==> src/rtl/maf_pkg.sv <==
// Shared types and constants for the moving-average block averager.
package maf_pkg;

    localparam int MAF_DATA_W = 16;

    typedef enum logic [0:0] {ST_FILL, ST_FULL} maf_state_t;

    typedef logic signed [MAF_DATA_W-1:0] maf_sample_t;

endpackage

==> src/rtl/maf_sync_fifo.sv <==
// Synchronous FIFO for window averages. Pointers are one bit wider than the address
// so that full and empty can be told apart.
module maf_sync_fifo
    import maf_pkg::*;
#(
    parameter int WIDTH = MAF_DATA_W,
    parameter int DEPTH = 4
) (
    input  logic                     clk,
    input  logic                     reset,
    input  logic                     flush,
    input  logic                     push,
    input  logic                     pop,
    input  logic [WIDTH-1:0]         din,
    output logic [WIDTH-1:0]         dout,
    output logic                     full,
    output logic                     empty,
    output logic [$clog2(DEPTH):0]   level
);

    localparam int AW = $clog2(DEPTH);

    logic [AW:0]      wr_ptr;
    logic [AW:0]      rd_ptr;
    logic [WIDTH-1:0] mem [DEPTH];
    logic             do_push;
    logic             do_pop;

    assign empty = (wr_ptr == rd_ptr);
    assign full  = (wr_ptr[AW] != rd_ptr[AW]) && (wr_ptr[AW-1:0] == rd_ptr[AW-1:0]);
    assign level = wr_ptr - rd_ptr;

    // A pop in the same cycle frees the head slot, so a push into a full FIFO still lands.
    assign do_pop  = pop && !empty && !flush;
    assign do_push = push && !flush && (!full || do_pop);

    assign dout = empty ? '0 : mem[rd_ptr[AW-1:0]];

    always_ff @(posedge clk or posedge reset) begin
        if (reset) begin
            wr_ptr <= '0;
            rd_ptr <= '0;
        end else if (flush) begin
            wr_ptr <= '0;
            rd_ptr <= '0;
        end else begin
            if (do_push) begin
                wr_ptr <= wr_ptr + 1'b1;
            end
            if (do_pop) begin
                rd_ptr <= rd_ptr + 1'b1;
            end
        end
    end

    always_ff @(posedge clk) begin
        if (do_push) begin
            mem[wr_ptr[AW-1:0]] <= din;
        end
    end

endmodule

==> src/rtl/maf_block_averager.sv <==
// Averages non-overlapping windows of 2^LOG2_N samples and buffers the results in a FIFO.
// Define MAF_AVG_ROUND_EN to round half toward +inf instead of truncating toward -inf.
module maf_block_averager
    import maf_pkg::*;
#(
    parameter int DATA_W     = MAF_DATA_W,
    parameter int LOG2_N     = 3,
    parameter int FIFO_DEPTH = 4
) (
    input  logic                            clk,
    input  logic                            reset,
    input  logic signed [DATA_W-1:0]        sample_in,
    input  logic                            sample_valid,
    input  logic                            flush,
    output logic signed [DATA_W-1:0]        avg_out,
    output logic                            avg_valid,
    input  logic                            avg_ready,
    output logic [$clog2(FIFO_DEPTH):0]     fifo_level,
    output logic                            overflow
);

    localparam int ACC_W = DATA_W + LOG2_N;

    maf_state_t               state;
    maf_state_t               state_next;
    logic signed [ACC_W-1:0]  acc;
    logic signed [ACC_W-1:0]  sum;
    logic [LOG2_N-1:0]        cnt;
    logic signed [DATA_W-1:0] avg;
    logic                     accept;
    logic                     complete;
    logic                     drop;
    logic                     fifo_full;
    logic                     fifo_empty;
    logic [DATA_W-1:0]        fifo_dout;

    assign sum = acc + {{LOG2_N{sample_in[DATA_W-1]}}, sample_in};

`ifdef MAF_AVG_ROUND_EN
    localparam logic [ACC_W:0] RND_BIAS = {{ACC_W{1'b0}}, 1'b1} << (LOG2_N - 1);
    logic signed [ACC_W:0] sum_rnd;
    assign sum_rnd = {sum[ACC_W-1], sum} + RND_BIAS;
    assign avg     = DATA_W'(sum_rnd >>> LOG2_N);
`else
    assign avg = DATA_W'(sum >>> LOG2_N);
`endif

    // A full FIFO only rejects the new average when the consumer is not draining this cycle.
    assign drop = complete && fifo_full && !avg_ready;

    always_ff @(posedge clk or posedge reset) begin
        if (reset) begin
            state <= ST_FILL;
        end else begin
            state <= state_next;
        end
    end

    always_comb begin
        state_next = state;
        case (state)
            ST_FILL: if (drop) state_next = ST_FULL;
            ST_FULL: state_next = ST_FILL;
            default: state_next = ST_FILL;
        endcase
    end

    // Both states accept samples; ST_FULL only marks the cycle after a dropped average.
    always_comb begin
        accept   = sample_valid && !flush;
        complete = accept && (cnt == '1);
    end

    always_ff @(posedge clk or posedge reset) begin
        if (reset) begin
            acc <= '0;
            cnt <= '0;
        end else if (flush || complete) begin
            acc <= '0;
            cnt <= '0;
        end else if (accept) begin
            acc <= sum;
            cnt <= cnt + 1'b1;
        end
    end

    always_ff @(posedge clk or posedge reset) begin
        if (reset) begin
            overflow <= 1'b0;
        end else if (drop) begin
            overflow <= 1'b1;
        end
    end

    maf_sync_fifo #(
        .WIDTH (DATA_W),
        .DEPTH (FIFO_DEPTH)
    ) u_fifo (
        .clk   (clk),
        .reset (reset),
        .flush (flush),
        .push  (complete),
        .pop   (avg_ready),
        .din   (avg),
        .dout  (fifo_dout),
        .full  (fifo_full),
        .empty (fifo_empty),
        .level (fifo_level)
    );

    assign avg_out   = fifo_dout;
    assign avg_valid = !fifo_empty;

endmodule

==> config.mk <==
export PLATFORM = sky130hd
export DESIGN_NAME = maf_block_averager
export DESIGN_NICKNAME = d
export VERILOG_FILES = /design/src/rtl/maf_pkg.sv /design/src/rtl/maf_sync_fifo.sv /design/src/rtl/maf_block_averager.sv
export SDC_FILE = /design/constraint.sdc
export NUM_CORES = 1
export LEC_CHECK = 0
export BUFFER_PORTS_ARGS = -buffer_cell sky130_fd_sc_hd__buf_2
export CAP_MARGIN = 0
export CORE_ASPECT_RATIO = 0.8
export CORE_MARGIN = 3
export CORE_UTILIZATION = 64
export DETAILED_ROUTE_END_ITERATION = 12
export PLACE_DENSITY = 0.84
export SLEW_MARGIN = 20
export SYNTH_ARGS = -nofsm -noshare
export SYNTH_HDL_FRONTEND = slang
export SYNTH_SLANG_ARGS = --single-unit
export TNS_END_PERCENT = 5
==> constraint.sdc <==
create_clock -name clk -period 5.9 [get_ports clk]
set_input_delay 1.18 -clock clk [delete_from_list [all_inputs] [get_ports clk]]
set_output_delay 1.18 -clock clk [all_outputs]
set_load 0.02 [all_outputs]
### Word level (Yosys, flattened, before mapping)

Memory sizes are Yosys's and may differ from the RTL's.
Index checks and enable logic that the tools add are counted.

| word-level totals | value |
|---|---|
| flip-flop bits (word level) | 29 |
| memory bits (writable) | 64 |
| input port bits | 21 |
| output and inout bits | 21 |
| logic and storage cells | 44 |
| memories kept | 1 |

| cells by class | value |
|---|---|
| add/sub/neg operators | 5 |
| eq/ne operators | 4 |
| multiplexer cells | 11 |
| reductions and logical operators | 18 |

Memories:

| name | words | width | read ports | clocked after memory_dff | wr ports | RTL line | text |
|---|---|---|---|---|---|---|---|
| u_fifo.mem | 4 | 16 | 1 | 0 | 1 | maf_sync_fifo.sv:25 | `logic [WIDTH-1:0] mem [DEPTH];` |

Operator list:

| operator | number |
|---|---|
| 19-bit 2-to-1 mux | 2 |
| 19-bit adder | 1 |
| 3-bit 2-to-1 mux | 6 |
| 16-bit 2-to-1 mux | 1 |
| 3-bit by 1-bit adder with 3-bit output (second input constant) | 3 |
| 1-bit logical AND | 9 |
| 2-bit nonzero test | 3 |
| 1-bit zero test | 4 |
| 3-bit equality test | 1 |
| 3-bit equality test (second input constant) | 1 |
| 3-bit subtractor | 1 |
| 2-bit equality test | 1 |
| 1-bit logical OR | 2 |
| 1-bit 2-to-1 mux | 2 |
| 1-bit != test | 1 |

### Depth between registers and ports, before layout

Gate-level depths: netlist of run 1.

| depth | value |
|---|---|
| depth after elaboration | 8 |
| depth in mapped cells | 10 |
| depth with buffers taken out | 8 |

### By module

Synthesis of run 1 repeated with hierarchy kept, for this count alone.

| second synthesis, totals | value |
|---|---|
| cells, all modules | 366 |
| area total of the unflattened synthesis | 4,807.1 µm² |

Modules (own cells, without submodules):

| module | times used | cells an instance | area each (µm²) | seq. area each (µm²) |
|---|---|---|---|---|
| maf_sync_fifo | 1 | 156 | 2,932.8 | 2,072.0 |
| maf_block_averager | 1 | 210 | 1,874.3 | 575.6 |

### Worst setup path before layout of run 1

Ideal clock, no wire load.

| timing | value |
|---|---|
| path kind | register -> output |
| start point | register u_fifo.rd_ptr[1] |
| end point | output avg_out[10] |
| arrival | 2.131 ns |
| required time | 4.720 ns |
| path slack | 2.589 ns |
| cell stages (with the launch flop) | 8 |
| buffers on the path | 3 |
| cells stage by stage | dfrtp_1 > clkbuf_1 > clkbuf_1 > inv_1 > ha_1 > nand3_1 > clkbuf_1 > and2_1 |

| between the ends | value |
|---|---|
| longest elaborated chain between the ends | 2 |
| elaborated cells on any way between the ends | 3 |
| those cells by class | eq/ne (1); mux (1); memory (1) |

Ends and longest elaborated chain:

| element | RTL line | text |
|---|---|---|
| start: declaration | maf_sync_fifo.sv:24 | `logic [AW:0] rd_ptr;` |
| start signal: assignment | maf_sync_fifo.sv:51 | `rd_ptr <= rd_ptr + 1'b1;` |
| memory read 4 x 16 bit or 3-bit equality test (tied branches) | -- |  |
| 16-bit 2-to-1 mux (*) | maf_sync_fifo.sv:37 | `assign dout = empty ? '0 : mem[rd_ptr[AW-1:0]];` |
| end: declaration | maf_block_averager.sv:15 | `output logic signed [DATA_W-1:0] avg_out,` |

Every way passes the cells marked *; elsewhere a longest branch is shown, timed or not.

### Final worst setup path of run 1

| timing | value |
|---|---|
| start point | register u_fifo.rd_ptr[1] |
| end point | output avg_out[12] |

Same word-level chain as after synthesis.

==> results_dict.tcl, run 1 <==
set metrics [dict create \
    vias 2942 \
    syn_to_final_growth_pct 9.93 \
    critPathRequiredTime_ps 4720 \
    yosys.area_share.simple_pct 9.20 \
    slowest_delay_ps 910 \
    grt_max_degree 30 \
    grt_busiest_layer "met2" \
    cp_max_fo 20 \
    syn-mean-instance-area_um2 13.5 \
    rsz0062_at_grt "false" \
    die_h_um 82.6 \
    final_common_cell "edfxtp_1" \
    synth_cells 347 \
    drt_iter0_drc 205 \
    die-width_um 102 \
    hold_viol 0 \
    async_reset_ff_share_pct 31.2 \
    synthAdderAreaFrac_pct 8.06 \
    synth_edf_count 64 \
    fmax_mhz 263 \
    postCtsSetupBuffers 0 \
    grt_use_met1_pct 31.6 \
    drt_wl_total_mm 8.65 \
    final-max-slew-violation-count 0 \
    overflow 0 \
    regArea_mm2 0.00265 \
    clk_latency_ps 360 \
    syn-num-nets 397 \
    crit_path_end_kind "primary output" \
    maxSlewHeadroom_pct 43.0 \
    drc 0 \
    vdd_drop_max_mv 0.139 \
    synth_compound_area_share_pct 11.9 \
    finalClockSkew_ps 14.4 \
    cp_slowest_cell "dfrtp_1" \
    clk_pin_slew_worst_paths_ps 90 \
    path_buf_inv 2 \
    cp.arrival_ps 2620 \
    met3_usage_pct 5.29 \
    grt_first_pass_wirelength_mm 13.9 \
    synth_top_cell_by_area "edfxtp_1" \
    multiInputGateArea_mm2 0.00194 \
    postCtsResizedCells 0 \
    cts_root_buf "clkbuf_8" \
    start_kind "register" \
    finalSetupViolations 0 \
    num_antenna_cells 0 \
    crit_chain "inv_1 -> ha_1 -> nand3_1 -> and2_1 -> buf_2" \
    gp_congestion 0.884 \
    synth-seq-area-share_pct 56.5 \
    grt_pass1_vias 2820 \
    dpl.hpwl_mm 6.12 \
    avgRoutedWirePerCell_um 18.1 \
    layout-drive-gt1-share_pct 22.3 \
    cts_tree "built" \
    fillers 438 \
    cts_num_sinks 93 \
    vias_per_cell 6.15 \
    synth-seq-cells 93 \
    powerDensity_mw_per_mm2 287 \
    synth_top_area_share_pct 41.0 \
    core_mm2 0.00699 \
    cts.path.max_buffers 2 \
    layout_worst_path_cycle_share_pct 64.5 \
    num-nets-final 436 \
    utilization_pct 73.7 \
    netlist_area_mm2 0.00469 \
    yosysWarnings 0 \
    cts-buffers-inserted 9 \
    ys_types 50 \
    maxCapViolCount 0 \
    crit_family "flip-flops" \
    hold_path.class "register to register" \
    use_met2_pct 34.2 \
    cts_hold_buf 0 \
    final_cell_mix "64 x edfxtp_1, 41 x buf_2, 29 x dfrtp_1" \
    critPathKind "register to primary output" \
    synth_xor_area_share_pct 3.74 \
    port_buffers 41 \
    setup_tns_ps 0 \
    drt_first_pass_iters 5 \
    total_leakage_power_nw 2.14 \
    period_needed_ps 3800 \
    outcome "finished, final reports clean" \
    synth_top_family_by_area "compound AO/OA/AOI/OAI gates" \
    antenna_found_initial 0 \
    synth_area_leaders "edfxtp_1 41%, dfrtp_1 15%, mux4_2 7.7%" \
    pin_count 42 \
    ys.flop_type "edfxtp_1" \
    htreeDepth 3 \
    dieArea_mm2 0.00840 \
    num_rows 27 \
    grt_usage_pct 22.1 \
    antenna_left 0 \
    muxShareOfSynthArea_pct 8.35 \
    worst_slew_pin_slew_ps 855 \
    start_util_pct 67.1 \
]
## kinds of logic (layout without fill, tap and decap cells)
family                     count (synthesis)  count (layout)
DFF                                       93              93
muxes                                     19              19
xor gates and xnor gates                  20              20
and+or+nand+nor                           85              85
adders and majority gates                 29              29
buffers and inverters                     28              72
AOI/OAI and AO/OA                         73              73
## final timing paths
kind | cells after the start | slack (ps) | start | to
min | 1 | 490 | overflow | overflow
min in group asynchronous | 3 | 880 | reset | u_fifo.rd_ptr[2]
min reg2reg | 1 | 490 | overflow | overflow
max reg2reg | 6 | 2940 | u_fifo.rd_ptr[1] | u_fifo.mem[1][13]
max | 5 | 2100 | u_fifo.rd_ptr[1] | avg_out[12]
max in group asynchronous | 3 | 4730 | reset | acc[12]
## synth_stat cells (2+ instances only)
cell      instances
and2_1           22
nor2_1           11
inv_1            11
buf_2             2
dfrtp_1          29
and3_1            3
o21ai_1           2
a32o_1            2
a21oi_1          18
mux4_2           16
a21o_1            4
o211ai_1          4
a22o_1           15
edfxtp_1         64
o21bai_1          2
nor2b_1           2
o21ai_0           6
nand2_1          28
a31oi_1           5
mux2i_1           2
nor3_1            3
ha_1             27
xnor2_1          11
xor2_1            9
fa_1              2
nand3_1           7
a311o_1           3
clkbuf_1         15
## worst reg2reg max path, delay by kind of cell (launching register included)
family	cells	cell delay, ps
AND/OR/NAND/NOR	4	1230
adder cells (fa/ha/maj)	1	340
buffers and inverters	1	110
flip-flops	1	910
## through the flow
step	area [um2]	hold WS, ps	setup slack, ps	total power [mW]	std cells
5_1_grt	5150	510	1820	1.55	478
6_report	5150	494	2100	1.48	478
2_1_floorplan	4690	470	2590	1.01	347
3_5_place_dp	4970	479	2350	1.09	462
4_1_cts	5150	500	1990	1.48	478
3_3_place_gp	4970	447	2380	1.08	462
## final cells by class
class	instances	area share, %
Tap cell	87	2.11
Sequential cell	93	51.4
Multi-Input combinational cell	226	37.6
Inverter	11	0.801
Clock inverter	7	1.14
Timing Repair Buffer	45	4.56
Clock buffer	9	2.40
## registers in the layout, indices dropped and copies added, names as in the netlist
signal         cells
acc               19
cnt                3
overflow           1
u_fifo.mem        64
u_fifo.rd_ptr      3
u_fifo.wr_ptr      3
## power by group
group          internal [mW]  leakage (nW)  total, mW  switching (mW)
clock                  0.160        0.0873      0.393           0.233
combinational          0.105          1.09      0.303           0.198
sequential             0.769         0.966      0.782          0.0132
## metal layers
metal / vias up / part of all wire [%]
met5: - / 0
met4: 0 / 1.2
met3: 11 / 5.5
met2: 103 / 47
met1: 1442 / 47
li1: 1386 / -
(Power assumes the default switching activity.)
==> inputs of run 2 (changes only) <==
- CORE_UTILIZATION: 64 -> 59
- PLACE_DENSITY: 0.84 -> 0.78
- clock period: 5.9 -> 3.9 ns (I/O delays scaled with it)
==> run 2 against run 1 <==
Effect of this change: cell count up 4.2%; clock skew down 7.3 ps; combinational power up 52%; cell area up 1.1%; utilization down 4.8 points; die area up 7.9%; flip-flop and latch count unchanged; first-iteration DRC count up 6.3%; register-to-register slack worse by 1800 ps.
==> results_dict.tcl, run 2 (synthesized netlist as in run 1, its figures left out) <==
set metrics [dict create \
    num_rows 28 \
    reg2reg_slack_ps 1090 \
    grt_first_pass_wirelength_mm 14.6 \
    finalSetupViolations 0 \
    gp_congestion 0.913 \
    die_h_um 85.7 \
    utilization_pct 68.9 \
    total_leakage_power_nw 2.17 \
    cts.path.max_buffers 2 \
    cts_num_sinks 93 \
    critPathKind "register to primary output" \
    final-max-slew-violation-count 0 \
    reg2reg_from "acc[0]" \
    cts-buffers-inserted 9 \
    grt_usage_pct 21.1 \
    place_ws_ps 630 \
    cts_tree "built" \
    clk_latency_ps 350 \
    hold_depth 1 \
    vias_per_cell 5.85 \
    core_mm2 0.00757 \
    cts_root_buf "clkbuf_8" \
    overflow 0 \
    critPathRequiredTime_ps 3120 \
    hold_path.class "register to register" \
    multiInputGateArea_mm2 0.00194 \
    drt_iter0_drc 218 \
    dieArea_mm2 0.00906 \
    pin_count 42 \
    cp_max_fo 20 \
    start_util_pct 62.0 \
    layout_worst_path_cycle_share_pct 79.5 \
    drt_wl_total_mm 9.02 \
    powerDensity_mw_per_mm2 441 \
    rsz0062_at_grt "false" \
    port_buffers 41 \
    largest_register_ffs 64 \
    grt_max_degree 30 \
    num_antenna_cells 0 \
    htreeDepth 3 \
    antenna_left 0 \
    worstReg2RegEnd "u_fifo.mem[3][15]" \
    regArea_mm2 0.00265 \
    setup_tns_ps 0 \
    maxSlewHeadroom_pct 46.0 \
    dpl.hpwl_mm 6.32 \
    hold_path_end "overflow" \
    layout_setup_ws_ps 799 \
    grt_pass1_vias 2847 \
    period_needed_ps 3100 \
    drt_first_pass_iters 4 \
    outcome "finished, final reports clean" \
    power_mw 2.30 \
    worst_slew_pin_slew_ps 810 \
    avgRoutedWirePerCell_um 18.1 \
    final_cell_mix "64 x edfxtp_1, 41 x buf_2, 29 x dfrtp_1" \
    crit_path_end_kind "primary output" \
    die-width_um 106 \
    syn_to_final_growth_pct 11.2 \
    antenna_found_initial 0 \
    layout-drive-gt1-share_pct 22.6 \
    fmax_mhz 322 \
    drc 0 \
    final_common_cell "edfxtp_1" \
    finalClockSkew_ps 7.03 \
    cts_hold_buf 0 \
    rr_worst_depth 8 \
    clk_pin_slew_worst_paths_ps 90 \
    postCtsSetupBuffers 0 \
    maxCapViolCount 0 \
    fillers 534 \
    start_kind "register" \
    postCtsResizedCells 0 \
    vias 2913 \
    cp.arrival_ps 2320 \
    num-nets-final 438 \
    vdd_drop_max_mv 0.261 \
    hold_viol 0 \
    hold_start "overflow" \
]
-- run 2: report_power, final --
part	total [mW]	switching, mW	internal [mW]	leakage [nW]
combinational	0.460	0.301	0.158	1.10
sequential	1.18	0.0205	1.16	0.966
clock	0.656	0.347	0.309	0.104
total	2.30	0.668	1.63	2.17
-- run 2: metrics by stage --
step / area [um2] / hold WS [ps] / std cells
2_1_floorplan: 4690 / 470 / 347
6_report: 5210 / 469 / 498
5_1_grt: 5210 / 509 / 498
4_1_cts: 5210 / 472 / 498
3_5_place_dp: 5010 / 451 / 482
3_3_place_gp: 5010 / 447 / 482
-- run 2: worst max-delay path by stage --
stage	start	endpoint	slack (ps)	cells past startpoint
global placement	sample_in[0]	u_fifo.mem[0][15]	780	9
detailed placement	sample_in[0]	u_fifo.mem[1][15]	630	9
floorplan	u_fifo.rd_ptr[1]	avg_out[10]	990	7
global route	u_fifo.rd_ptr[1]	avg_out[9]	530	6
CTS	u_fifo.rd_ptr[1]	avg_out[9]	740	6
finish	u_fifo.rd_ptr[1]	avg_out[11]	800	6
-- run 2: area by class of cell --
type | count | share of cell area [%]
inverter | 11 | 0.792
clock inverter | 6 | 1.46
clock buffer | 10 | 2.45
timing repair buffer | 47 | 4.80
sequential | 93 | 50.8
tap | 105 | 2.52
multi-input combinational | 226 | 37.2
-- run 2: metal layers --
layer / wire, um / part of all wire [%] / vias up / global-route usage, %
met5: 0 / 0 / - / 0
met4: 72 / 0.80 / 0 / 4.59
met3: 372 / 4.1 / 7 / 4.14
met2: 4290 / 48 / 61 / 33.4
met1: 4280 / 47 / 1449 / 30.9
li1: - / - / 1396 / -
-- run 2: worst max-delay path, stage by stage, from the launching register on --
cell and delay [ps]:
dfrtp_1 330, buf_4 270, inv_1 80, ha_1 300, nand3_1 470, and2_1 350, buf_2 160
==> inputs of run 3 (changes only) <==
- ABC_AREA: default -> 1
- CORE_UTILIZATION: 59 -> 60
- PLACE_DENSITY: 0.78 -> 0.79
- clock period: 3.9 -> 3.15 ns (I/O delays scaled with it)
==> run 3 against run 2 <==
Effect of this change: non-clock buffer count up 1; routed wire length increased by 17%; clock skew is 5.3 ps higher; worst setup slack got worse by 360 ps; power is 21% higher; sequential power is 22% higher; register-to-register slack lost 260 ps; flip-flop and latch count unchanged; cell count grew 40%; die area up 3.1%; via count increased by 29%.
==> results_dict.tcl, run 3 <==
set metrics [dict create \
    cts_num_sinks 93 \
    syn-mean-instance-area_um2 9.08 \
    final-max-slew-violation-count 0 \
    synth_cells 543 \
    grt_max_degree 33 \
    pin_count 42 \
    cts_root_buf "clkbuf_8" \
    clk_latency_ps 360 \
    final_cell_mix "116 x nand2_1, 89 x nor2_1, 64 x edfxtp_1" \
    start_kind "register" \
    fillers 585 \
    dpl.hpwl_mm 7.25 \
    cp_max_fo 17 \
    gp_congestion 0.912 \
    yosysWarnings 0 \
    vias_per_cell 5.40 \
    port_buffers 41 \
    outcome "finished, final reports clean" \
    powerDensity_mw_per_mm2 510 \
    synth_area_leaders "edfxtp_1 39%, dfrtp_1 15%, nand2_1 8.8%" \
    start_util_pct 64.2 \
    synth-seq-area-share_pct 53.7 \
    die_h_um 87.1 \
    postCtsResizedCells 0 \
    num_antenna_cells 0 \
    final_common_cell "nand2_1" \
    vdd_drop_max_mv 0.293 \
    finalClockSkew_ps 12.3 \
    rsz0062_at_grt "false" \
    antenna_left 0 \
    postCtsSetupBuffers 0 \
    maxCapViolCount 0 \
    num_rows 28 \
    dieArea_mm2 0.00934 \
    layout-drive-gt1-share_pct 12.8 \
    drt_wl_total_mm 10.6 \
    die-width_um 107 \
    netlist_area_mm2 0.00493 \
    cts_hold_buf 0 \
    drc 0 \
    vias 3772 \
    syn_to_final_growth_pct 10.7 \
    cts_tree "built" \
    drt_first_pass_iters 4 \
    drt_iter0_drc 267 \
    grt_pass1_vias 3654 \
    setup_tns_ps 0 \
    htreeDepth 3 \
    avgRoutedWirePerCell_um 15.1 \
    period_needed_ps 2710 \
    cts.path.max_buffers 2 \
    core_mm2 0.00767 \
    syn-num-nets 593 \
    total_leakage_power_nw 2.53 \
    critPathKind "register to primary output" \
    cts-buffers-inserted 9 \
    cp.arrival_ps 2080 \
    fmax_mhz 368 \
    worst_slew_pin_slew_ps 587 \
    clk_pin_slew_worst_paths_ps 90 \
    crit_path_end_kind "primary output" \
    synth-seq-cells 93 \
    async_reset_ff_share_pct 31.2 \
    ys_types 31 \
    synthTopCellsByCount "116 x nand2_1, 89 x nor2_1, 64 x edfxtp_1" \
    maxSlewHeadroom_pct 60.7 \
    largest_register_ffs 64 \
    synth_edf_count 64 \
    hold_viol 0 \
    num-nets-final 638 \
    critPathRequiredTime_ps 2520 \
    grt_first_pass_wirelength_mm 17.6 \
    ys.flop_type "edfxtp_1" \
    hold_path.class "input port to async pin" \
    antenna_found_initial 0 \
    yosysMostFrequentCell "nand2_1" \
    overflow 0 \
    grt_usage_pct 24.4 \
    synth_top_area_share_pct 39.0 \
    synth_top_cell_by_area "edfxtp_1" \
    utilization_pct 71.1 \
    layout_worst_path_cycle_share_pct 86.2 \
    finalSetupViolations 0 \
]
## run 3: changes by cell type after synthesis, moves of 6 or more
cell      delta
clkbuf_1     -9
o21ai_1     +12
mux4_2      -16
and2_1      -11
a21oi_1     +12
inv_2        +6
nand2_1     +88
inv_1       +35
nor2_1      +78
a22o_1      -11
nand3_1     +23
xor2_1       -6
o21ai_0     +28
## run 3: cell type report
cell class / count / area [um2] / area share, %
clock buffers: 9 / 124 / 2.27
clock inverters: 7 / 80.1 / 1.47
inverters: 53 / 199 / 3.65
multi-input cells: 383 / 2020 / 37.0
flip-flops and latches: 93 / 2650 / 48.5
well taps: 105 / 131 / 2.41
repair buffers: 48 / 258 / 4.72
## run 3: worst max-delay path, stage by stage (launching register included)
cell     delay [ps]
dfrtp_1         400
inv_2           270
ha_1            290
nand2_1          90
inv_1            70
nand2_4          90
inv_2           140
a21oi_1         180
buf_2           190
## run 3: routing by layer
metal  GRT usage, %  vias up  wire length (um)
met5              0        -                 0
met4           6.31        0               138
met3           5.19       16               660
met2           40.7      118              4930
met1           33.1     1753              4830
li1               -     1885                 -
## run 3: cell families after synthesis
logic type                 Yosys count  share of synthesized area, %
AOI/OAI and AO/OA                   84                          8.94
and+or+nand+nor                    260                          22.4
adders and majority gates           29                          7.67
xor gates and xnor gates            10                          1.93
DFF                                 93                          53.7
buffers and inverters               67                          5.33
## run 3: path summary, 6_finish.rpt
| path | startpoint | cells after the start | slack (ps) | to |
|---|---|---|---|---|
| max reg2reg | u_fifo.rd_ptr[1] | 9 | 830 | u_fifo.mem[3][13] |
| max | u_fifo.rd_ptr[1] | 8 | 440 | avg_out[9] |
| max in group asynchronous | reset | 3 | 2510 | acc[8] |
| min | reset | 3 | 340 | overflow |
| min in group clk | overflow | 1 | 480 | overflow |
| min reg2reg | overflow | 1 | 480 | overflow |
## run 3: power by group
group / internal [mW] / switching [mW] / leakage [nW] / total (mW)
Clock: 0.380 / 0.442 / 0.104 / 0.822
Combinational: 0.168 / 0.354 / 1.46 / 0.522
Sequential: 1.42 / 0.0224 / 0.965 / 1.44
## run 3: metrics by stage
stage / cells / setup slack, ps / power (mW) / area [um2] / hold WS [ps]
finish: 698 / 436 / 2.79 / 5460 / 338
global route: 698 / 297 / 2.92 / 5460 / 366
CTS: 698 / 423 / 2.79 / 5460 / 338
detailed placement: 682 / 698 / 1.98 / 5250 / 468
global placement: 682 / 742 / 1.96 / 5250 / 456
floorplan: 543 / 468 / 1.83 / 4930 / 453
